File: src/rtl/mem_uop_pkg.sv
// Memory uop encodings, controller state encoding and byte-lane helper shared by
// the load/store unit, the dcache and their benches.
package mem_uop_pkg;

  localparam logic [4:0] NOP_UOP  = 5'b00000;
  localparam logic [4:0] STR_UOP  = 5'b01001;
  localparam logic [4:0] LDR_UOP  = 5'b01010;
  localparam logic [4:0] STRB_UOP = 5'b01011;
  localparam logic [4:0] LDRB_UOP = 5'b01100;

  typedef enum logic [2:0] {
    IDLE,
    LD_WAIT,
    RMW_WAIT,
    RMW_WR,
    WB
  } lsu_state_t;

  // One-hot byte enable for a little-endian lane (lane 0 = bits [7:0]).
  function automatic logic [3:0] lane_mask(input logic [1:0] lane);
    return 4'b0001 << lane;
  endfunction

endpackage

File: src/rtl/lsu_ctrl_if.sv
// Issue, dcache and writeback signals of the load/store controller.
// The slave modport is the controller's view, the master modport the environment's.
interface lsu_ctrl_if;

  logic        in_valid;
  logic        in_ready;
  logic [4:0]  in_uop;
  logic [31:0] in_base;
  logic [31:0] in_offset;
  logic        in_sub;
  logic [31:0] in_wdata;
  logic [3:0]  in_rd;

  logic [31:0] dc_addr;
  logic [31:0] dc_wdata;
  logic [4:0]  dc_uop;
  logic [31:0] dc_rdata;

  logic        wb_valid;
  logic [3:0]  wb_rd;
  logic [31:0] wb_data;

  modport slave (
    input  in_valid, in_uop, in_base, in_offset, in_sub, in_wdata, in_rd, dc_rdata,
    output in_ready, dc_addr, dc_wdata, dc_uop, wb_valid, wb_rd, wb_data
  );

  modport master (
    output in_valid, in_uop, in_base, in_offset, in_sub, in_wdata, in_rd, dc_rdata,
    input  in_ready, dc_addr, dc_wdata, dc_uop, wb_valid, wb_rd, wb_data
  );

endinterface

File: src/rtl/byte_lane.sv
// Combinational byte extract (zero-extended) and byte merge on a 32-bit word.
module byte_lane
  import mem_uop_pkg::*;
(
  input  logic [31:0] word,
  input  logic [1:0]  lane,
  input  logic [7:0]  byte_in,
  output logic [31:0] byte_ext,
  output logic [31:0] merged
);

  logic [3:0] mask;

  always_comb begin
    mask = lane_mask(lane);
    unique case (lane)
      2'd0:    byte_ext = {24'h0, word[7:0]};
      2'd1:    byte_ext = {24'h0, word[15:8]};
      2'd2:    byte_ext = {24'h0, word[23:16]};
      default: byte_ext = {24'h0, word[31:24]};
    endcase
    merged = word;
    for (int i = 0; i < 4; i++) begin
      if (mask[i]) merged[8*i +: 8] = byte_in;
    end
  end

endmodule

File: src/rtl/lsu_ctrl.sv
// Load/store controller: accepts one memory uop, computes the effective address,
// sequences dcache accesses (read-modify-write for byte stores) and returns loads.
module lsu_ctrl
  import mem_uop_pkg::*;
#(
  parameter int DCACHE_LATENCY = 1
)
(
  input  logic        clock,
  input  logic        reset,
  lsu_ctrl_if.slave   bus
);

  lsu_state_t  state_q, state_d;

  logic [4:0]  uop_p0;
  logic [1:0]  lane_p0;
  logic [7:0]  wbyte_p0;
  logic [3:0]  rd_p0;
  logic [2:0]  cnt_p0;

  logic        accept;
  logic        wait_done;
  logic [31:0] ea;
  logic [31:0] rd_byte;
  logic [31:0] merged;

  logic        in_ready_d;
  logic [4:0]  dc_uop_d;
  logic [31:0] dc_addr_d;
  logic [31:0] dc_wdata_d;
  logic        wb_valid_d;
  logic [3:0]  wb_rd_d;
  logic [31:0] wb_data_d;

  assign accept    = bus.in_valid && bus.in_ready;
  assign ea        = bus.in_sub ? bus.in_base - bus.in_offset : bus.in_base + bus.in_offset;
  assign wait_done = (cnt_p0 == 3'(DCACHE_LATENCY));

  byte_lane u_lane (
    .word     (bus.dc_rdata),
    .lane     (lane_p0),
    .byte_in  (wbyte_p0),
    .byte_ext (rd_byte),
    .merged   (merged)
  );

  always_ff @(posedge clock) begin
    if (reset) state_q <= IDLE;
    else       state_q <= state_d;
  end

  always_comb begin
    state_d = state_q;
    unique case (state_q)
      IDLE: begin
        if (accept) begin
          if (bus.in_uop == LDR_UOP || bus.in_uop == LDRB_UOP) state_d = LD_WAIT;
          else if (bus.in_uop == STR_UOP)                      state_d = RMW_WR;
          else if (bus.in_uop == STRB_UOP)                     state_d = RMW_WAIT;
        end
      end
      LD_WAIT:  if (wait_done) state_d = WB;
      RMW_WAIT: if (wait_done) state_d = RMW_WR;
      RMW_WR:   state_d = IDLE;
      default:  state_d = IDLE;
    endcase
  end

  // Next values of the registered outputs; unused opcodes leave everything untouched.
  always_comb begin
    in_ready_d = (state_d == IDLE);
    dc_uop_d   = NOP_UOP;
    dc_addr_d  = bus.dc_addr;
    dc_wdata_d = bus.dc_wdata;
    wb_valid_d = 1'b0;
    wb_rd_d    = bus.wb_rd;
    wb_data_d  = bus.wb_data;
    unique case (state_q)
      IDLE: begin
        if (accept && state_d != IDLE) begin
          dc_addr_d = {ea[31:2], 2'b00};
          if (bus.in_uop == STR_UOP) begin
            dc_uop_d   = STR_UOP;
            dc_wdata_d = bus.in_wdata;
          end else begin
            dc_uop_d   = LDR_UOP;
          end
        end
      end
      LD_WAIT: begin
        if (wait_done) begin
          wb_valid_d = 1'b1;
          wb_rd_d    = rd_p0;
          wb_data_d  = (uop_p0 == LDRB_UOP) ? rd_byte : bus.dc_rdata;
        end
      end
      RMW_WAIT: begin
        if (wait_done) begin
          dc_uop_d   = STR_UOP;
          dc_wdata_d = merged;
        end
      end
      default: ;
    endcase
  end

  always_ff @(posedge clock) begin
    if (reset) begin
      bus.in_ready <= 1'b1;
      bus.dc_uop   <= NOP_UOP;
      bus.dc_addr  <= '0;
      bus.dc_wdata <= '0;
      bus.wb_valid <= 1'b0;
      bus.wb_rd    <= '0;
      bus.wb_data  <= '0;
      cnt_p0       <= '0;
    end else begin
      bus.in_ready <= in_ready_d;
      bus.dc_uop   <= dc_uop_d;
      bus.dc_addr  <= dc_addr_d;
      bus.dc_wdata <= dc_wdata_d;
      bus.wb_valid <= wb_valid_d;
      bus.wb_rd    <= wb_rd_d;
      bus.wb_data  <= wb_data_d;
      if (accept)
        cnt_p0 <= '0;
      else if ((state_q == LD_WAIT || state_q == RMW_WAIT) && !wait_done)
        cnt_p0 <= cnt_p0 + 3'd1;
    end
  end

  // Request capture on the accept edge; held while busy.
  always_ff @(posedge clock) begin
    if (accept) begin
      uop_p0   <= bus.in_uop;
      lane_p0  <= ea[1:0];
      wbyte_p0 <= bus.in_wdata[7:0];
      rd_p0    <= bus.in_rd;
    end
  end

endmodule

File: src/flat_wrapper.sv
// flat-port wrapper written by rule: the top's interface ports become plain ports
module lsu_ctrl_flat import mem_uop_pkg::*;
#(
  parameter int DCACHE_LATENCY = 1
)
  (clock, reset, bus_in_valid, bus_in_uop, bus_in_base, bus_in_offset, bus_in_sub, bus_in_wdata, bus_in_rd, bus_dc_rdata, bus_in_ready, bus_dc_addr, bus_dc_wdata, bus_dc_uop, bus_wb_valid, bus_wb_rd, bus_wb_data);
  lsu_ctrl_if bus_i ();
  input  logic clock;
  input  logic reset;
  input wire logic [$bits(bus_i.in_valid)-1:0] bus_in_valid;
  input wire logic [$bits(bus_i.in_uop)-1:0] bus_in_uop;
  input wire logic [$bits(bus_i.in_base)-1:0] bus_in_base;
  input wire logic [$bits(bus_i.in_offset)-1:0] bus_in_offset;
  input wire logic [$bits(bus_i.in_sub)-1:0] bus_in_sub;
  input wire logic [$bits(bus_i.in_wdata)-1:0] bus_in_wdata;
  input wire logic [$bits(bus_i.in_rd)-1:0] bus_in_rd;
  input wire logic [$bits(bus_i.dc_rdata)-1:0] bus_dc_rdata;
  output wire logic [$bits(bus_i.in_ready)-1:0] bus_in_ready;
  output wire logic [$bits(bus_i.dc_addr)-1:0] bus_dc_addr;
  output wire logic [$bits(bus_i.dc_wdata)-1:0] bus_dc_wdata;
  output wire logic [$bits(bus_i.dc_uop)-1:0] bus_dc_uop;
  output wire logic [$bits(bus_i.wb_valid)-1:0] bus_wb_valid;
  output wire logic [$bits(bus_i.wb_rd)-1:0] bus_wb_rd;
  output wire logic [$bits(bus_i.wb_data)-1:0] bus_wb_data;
  assign bus_i.in_valid = bus_in_valid;
  assign bus_i.in_uop = bus_in_uop;
  assign bus_i.in_base = bus_in_base;
  assign bus_i.in_offset = bus_in_offset;
  assign bus_i.in_sub = bus_in_sub;
  assign bus_i.in_wdata = bus_in_wdata;
  assign bus_i.in_rd = bus_in_rd;
  assign bus_i.dc_rdata = bus_dc_rdata;
  assign bus_in_ready = bus_i.in_ready;
  assign bus_dc_addr = bus_i.dc_addr;
  assign bus_dc_wdata = bus_i.dc_wdata;
  assign bus_dc_uop = bus_i.dc_uop;
  assign bus_wb_valid = bus_i.wb_valid;
  assign bus_wb_rd = bus_i.wb_rd;
  assign bus_wb_data = bus_i.wb_data;
  lsu_ctrl #(.DCACHE_LATENCY(DCACHE_LATENCY)) u_core (.clock(clock), .reset(reset), .bus(bus_i));
endmodule
File: config.mk
export PLATFORM = sky130hd
export DESIGN_NAME = lsu_ctrl_flat
export DESIGN_NICKNAME = d
export VERILOG_FILES = /design/src/rtl/mem_uop_pkg.sv /design/src/rtl/lsu_ctrl_if.sv /design/src/rtl/byte_lane.sv /design/src/rtl/lsu_ctrl.sv /design/src/flat_wrapper.sv
export SDC_FILE = /design/constraint.sdc
export NUM_CORES = 1
export LEC_CHECK = 0
export CORE_MARGIN = 1.5
export CORE_UTILIZATION = 50
export DETAILED_ROUTE_END_ITERATION = 8
export PLACE_DENSITY = 0.95
export SYNTH_ARGS = -nofsm -noshare
export SYNTH_HDL_FRONTEND = slang
export SYNTH_HIERARCHICAL = 1
export SYNTH_SLANG_ARGS = --single-unit
File: constraint.sdc
create_clock -name clock -period 10.45 [get_ports clock]
set_clock_uncertainty 0.2 [all_clocks]
set_input_delay 2.09 -clock clock [delete_from_list [all_inputs] [get_ports clock]]
set_output_delay 2.09 -clock clock [all_outputs]
set_load 0.01 [all_outputs]
==> flow_summary.ini <==
[status]
status = finished clean

[floorplanning]
die_area_mm2 = 0.0171
die_x_um = 131
rows = 46
start_util = 0.513
ioPinCount = 248
die_h_um = 131
core_area_mm2 = 0.0159

[layout]
design_area_mm2 = 0.0112
final_common_cell = clkdlybuf4s50_1
syn_to_final_growth_pct = 36.7
fin_nets = 1277
fill_cells = 1150
drive_gt1_frac = 0.105
layout_common_cells = clkdlybuf4s50_1, dfxtp_1, nor2_1
antenna_cells = 0
utilization = 0.702

[route]
detail_route.wirelength_um = 24600
vias_per_cell = 5.75
drc = 0
vias = 7651
ant_nets = 0
wl_per_cell_um = 18.5
drt_iter0_drc = 518
first_pass_iters = 5

[timing]
fin_setup_tns_ns = 0
hold_viol = 0
fin_crit_ns = 6.04
setup_viol = 0
tightest_slew_ns = 0.962
maxSlewViolCount = 0
finalCritPeriodShare = 0.578
slew-limit-headroom = 0.359
rsz0062_at_grt = no
max_freq_mhz = 166

[synth]
yosysSeqAreaShare = 0.336
yosysWarnings = 6
synth_enable_flop_cells = 19
yosys_most_used_dff = dfxtp_1
synth-seq-cells = 128
synth.largest_area_cell = dfxtp_1
synth_top_area_frac = 0.267
yosys-top-cells-area = dfxtp_1, mux2i_1, edfxtp_1
synth_cells = 884
syn_area_mm2 = 0.00819
synthArstFlopShare = 0
ys_types = 63
avgSynthCellArea_um2 = 9.26

[setup_path]
rr_worst_depth = 10
timing.rr.start = u_core/bus.in_ready
crit_fanout = 5
critPathLaunch = bus_in_offset[11]
worstReg2RegEnd = u_core/bus.dc_wdata[28]
start_kind = input port
regToRegSetupSlack_ns = 6.64
endpoint = u_core/bus.dc_addr[31]
path_class = input port to flop
crit_required_ns = 10.55
worst_setup_path_end_kind = flop
crit_arrival_ns = 6.13

[placed_design]
globalplace.congestion = 0.868
dpl.hpwl_um = 18200
port_buffers = 243
placed_area_mm2 = 0.0106

[global_route]
grt_first_pass_wirelength_um = 36500
grt_max_degree = 73
grt_overflow_total = 0
track_usage = 0.276
grt_pass1_vias = 7248
antenna_found_initial = 0

[min_path]
hold_class = flop to flop
hold_depth = 2

[job]
maxCapViolations = 0

[clock_tree]
cts_resized = 0
cts_root_buf = clkbuf_16
cts-hold-fix-buffers = 0
ctsHtreeMaxLevel = 4
clk_latency_ns = 0.41
clkSlewWorstSetupHoldPaths_ns = 0.06
cts_buffers = 17
cts.path.max_buffers = 2
cts_tree = yes
clock-sinks = 128
postCtsSetupRepairBufs = 0

[pwr]
p_per_area_mw_per_mm2 = 130
ir_worst_vdd_v = 0.0000967
leakage_nw = 3.97
==> sequential cells by signal, indices dropped and copies added, names as in the netlist <==
| name | flops |
|---|---|
| u_core/bus.dc_addr | 30 |
| u_core/bus.dc_uop | 3 |
| u_core/bus.dc_wdata | 32 |
| u_core/bus.in_ready | 1 |
| u_core/bus.wb_data | 32 |
| u_core/bus.wb_rd | 4 |
| u_core/bus.wb_valid | 1 |
| u_core/cnt_p0 | 3 |
| u_core/lane_p0 | 2 |
| u_core/rd_p0 | 4 |
| u_core/state_q | 3 |
| u_core/uop_p0 | 5 |
| u_core/wbyte_p0 | 8 |
==> per-layer routing <==
| layer | up-vias | track usage | share of wire |
|---|---|---|---|
| met5 | - | 0 | 0 |
| met4 | 0 | 0.147 | 0.041 |
| met3 | 80 | 0.0684 | 0.089 |
| met2 | 426 | 0.481 | 0.49 |
| met1 | 3559 | 0.313 | 0.38 |
| li1 | 3586 | - | - |
==> power breakdown <==
group	leakage (nW)	internal, mW	total [mW]	switching, mW
Clock	0.296	0.368	0.585	0.217
Combinational	2.61	0.169	0.341	0.172
Sequential	1.06	0.515	0.531	0.0158
==> synth_stat cells (3+ instances only) <==
cell / instances
mux2_2: 24
nand2_1: 57
nor4_1: 8
o21bai_1: 3
o31ai_1: 3
and3_1: 5
o21ai_0: 21
a211oi_1: 40
mux2_4: 8
dfxtp_1: 109
xor2_1: 14
nand2b_1: 5
inv_1: 21
mux2i_1: 71
ha_1: 34
buf_2: 3
clkbuf_1: 35
nand4_1: 4
or3_1: 3
mux4_2: 8
buf_6: 4
a21oi_1: 58
xnor2_1: 42
nor3_1: 21
or4_1: 7
nor2b_1: 12
edfxtp_1: 19
nor3b_1: 3
nor2_1: 102
buf_1: 4
a21o_1: 14
o21a_1: 3
buf_4: 32
nand3_1: 13
o211ai_1: 5
a31oi_1: 7
nand3b_1: 3
a211oi_2: 28
==> how the worst min path moves through the flow <==
stage | startpoint | end | slack, ns
after floorplan | u_core/rd_p0[0] | u_core/bus.wb_rd[0] | 0.26
after global placement | u_core/bus.dc_addr[27] | u_core/bus.dc_addr[27] | 0.24
after detailed placement | u_core/bus.dc_addr[7] | u_core/bus.dc_addr[7] | 0.24
after CTS | u_core/bus.dc_addr[8] | u_core/bus.dc_addr[8] | 0.25
after global routing | u_core/bus.dc_addr[7] | u_core/bus.dc_addr[7] | 0.28
final | u_core/bus.dc_addr[8] | u_core/bus.dc_addr[8] | 0.25
==> layout make-up <==
class	instances	area, um2	area share
clock buffers	24	514	0.0459
clock inverters	8	70.1	0.00626
inverters	21	78.8	0.00704
multi-input cells	683	5020	0.449
flip-flops and latches	128	2750	0.246
well taps	216	270	0.0241
repair buffers	250	2480	0.222
==> through the flow <==
| stage | total power, mW | cells | setup WS, ns | hold slack [ns] |
|---|---|---|---|---|
| after floorplan | 0.752 | 910 | 4.83 | 0.257 |
| after global placement | 0.864 | 1298 | 4.14 | 0.238 |
| after detailed placement | 0.872 | 1298 | 4.02 | 0.245 |
| after CTS | 1.46 | 1330 | 4.44 | 0.252 |
| after global routing | 1.51 | 1330 | 4.07 | 0.278 |
| final | 1.46 | 1330 | 4.41 | 0.253 |
==> worst max-delay path, cell delays in order <==
cell             delay [ns]
clkdlybuf4s50_1        0.50
or4_1                  0.56
nor4_1                 0.26
nand2b_1               0.18
nor4_1                 0.28
nand2_1                0.09
nor2_1                 0.23
a21oi_1                0.13
xnor2_1                0.14
ha_1                   0.33
a21o_1                 0.17
a21o_1                 0.21
a21oi_1                0.20
o21ba_2                0.21
o21a_1                 0.12
o21ai_0                0.10
xnor2_1                0.14
a22o_1                 0.19
==> cell families (layout without fill, tap and decap cells) <==
family | Yosys count | in the layout | share of synthesized area
muxes | 111 | 111 | 0.157
and+or+nand+nor | 253 | 253 | 0.147
adders and majority gates | 35 | 35 | 0.0544
other | 2 | 28 | 0.000917
DFF | 128 | 128 | 0.336
buffers and inverters | 99 | 303 | 0.0642
xor gates and xnor gates | 56 | 56 | 0.0599
AOI/OAI and AO/OA | 200 | 200 | 0.181
(Power assumes the default switching activity.)
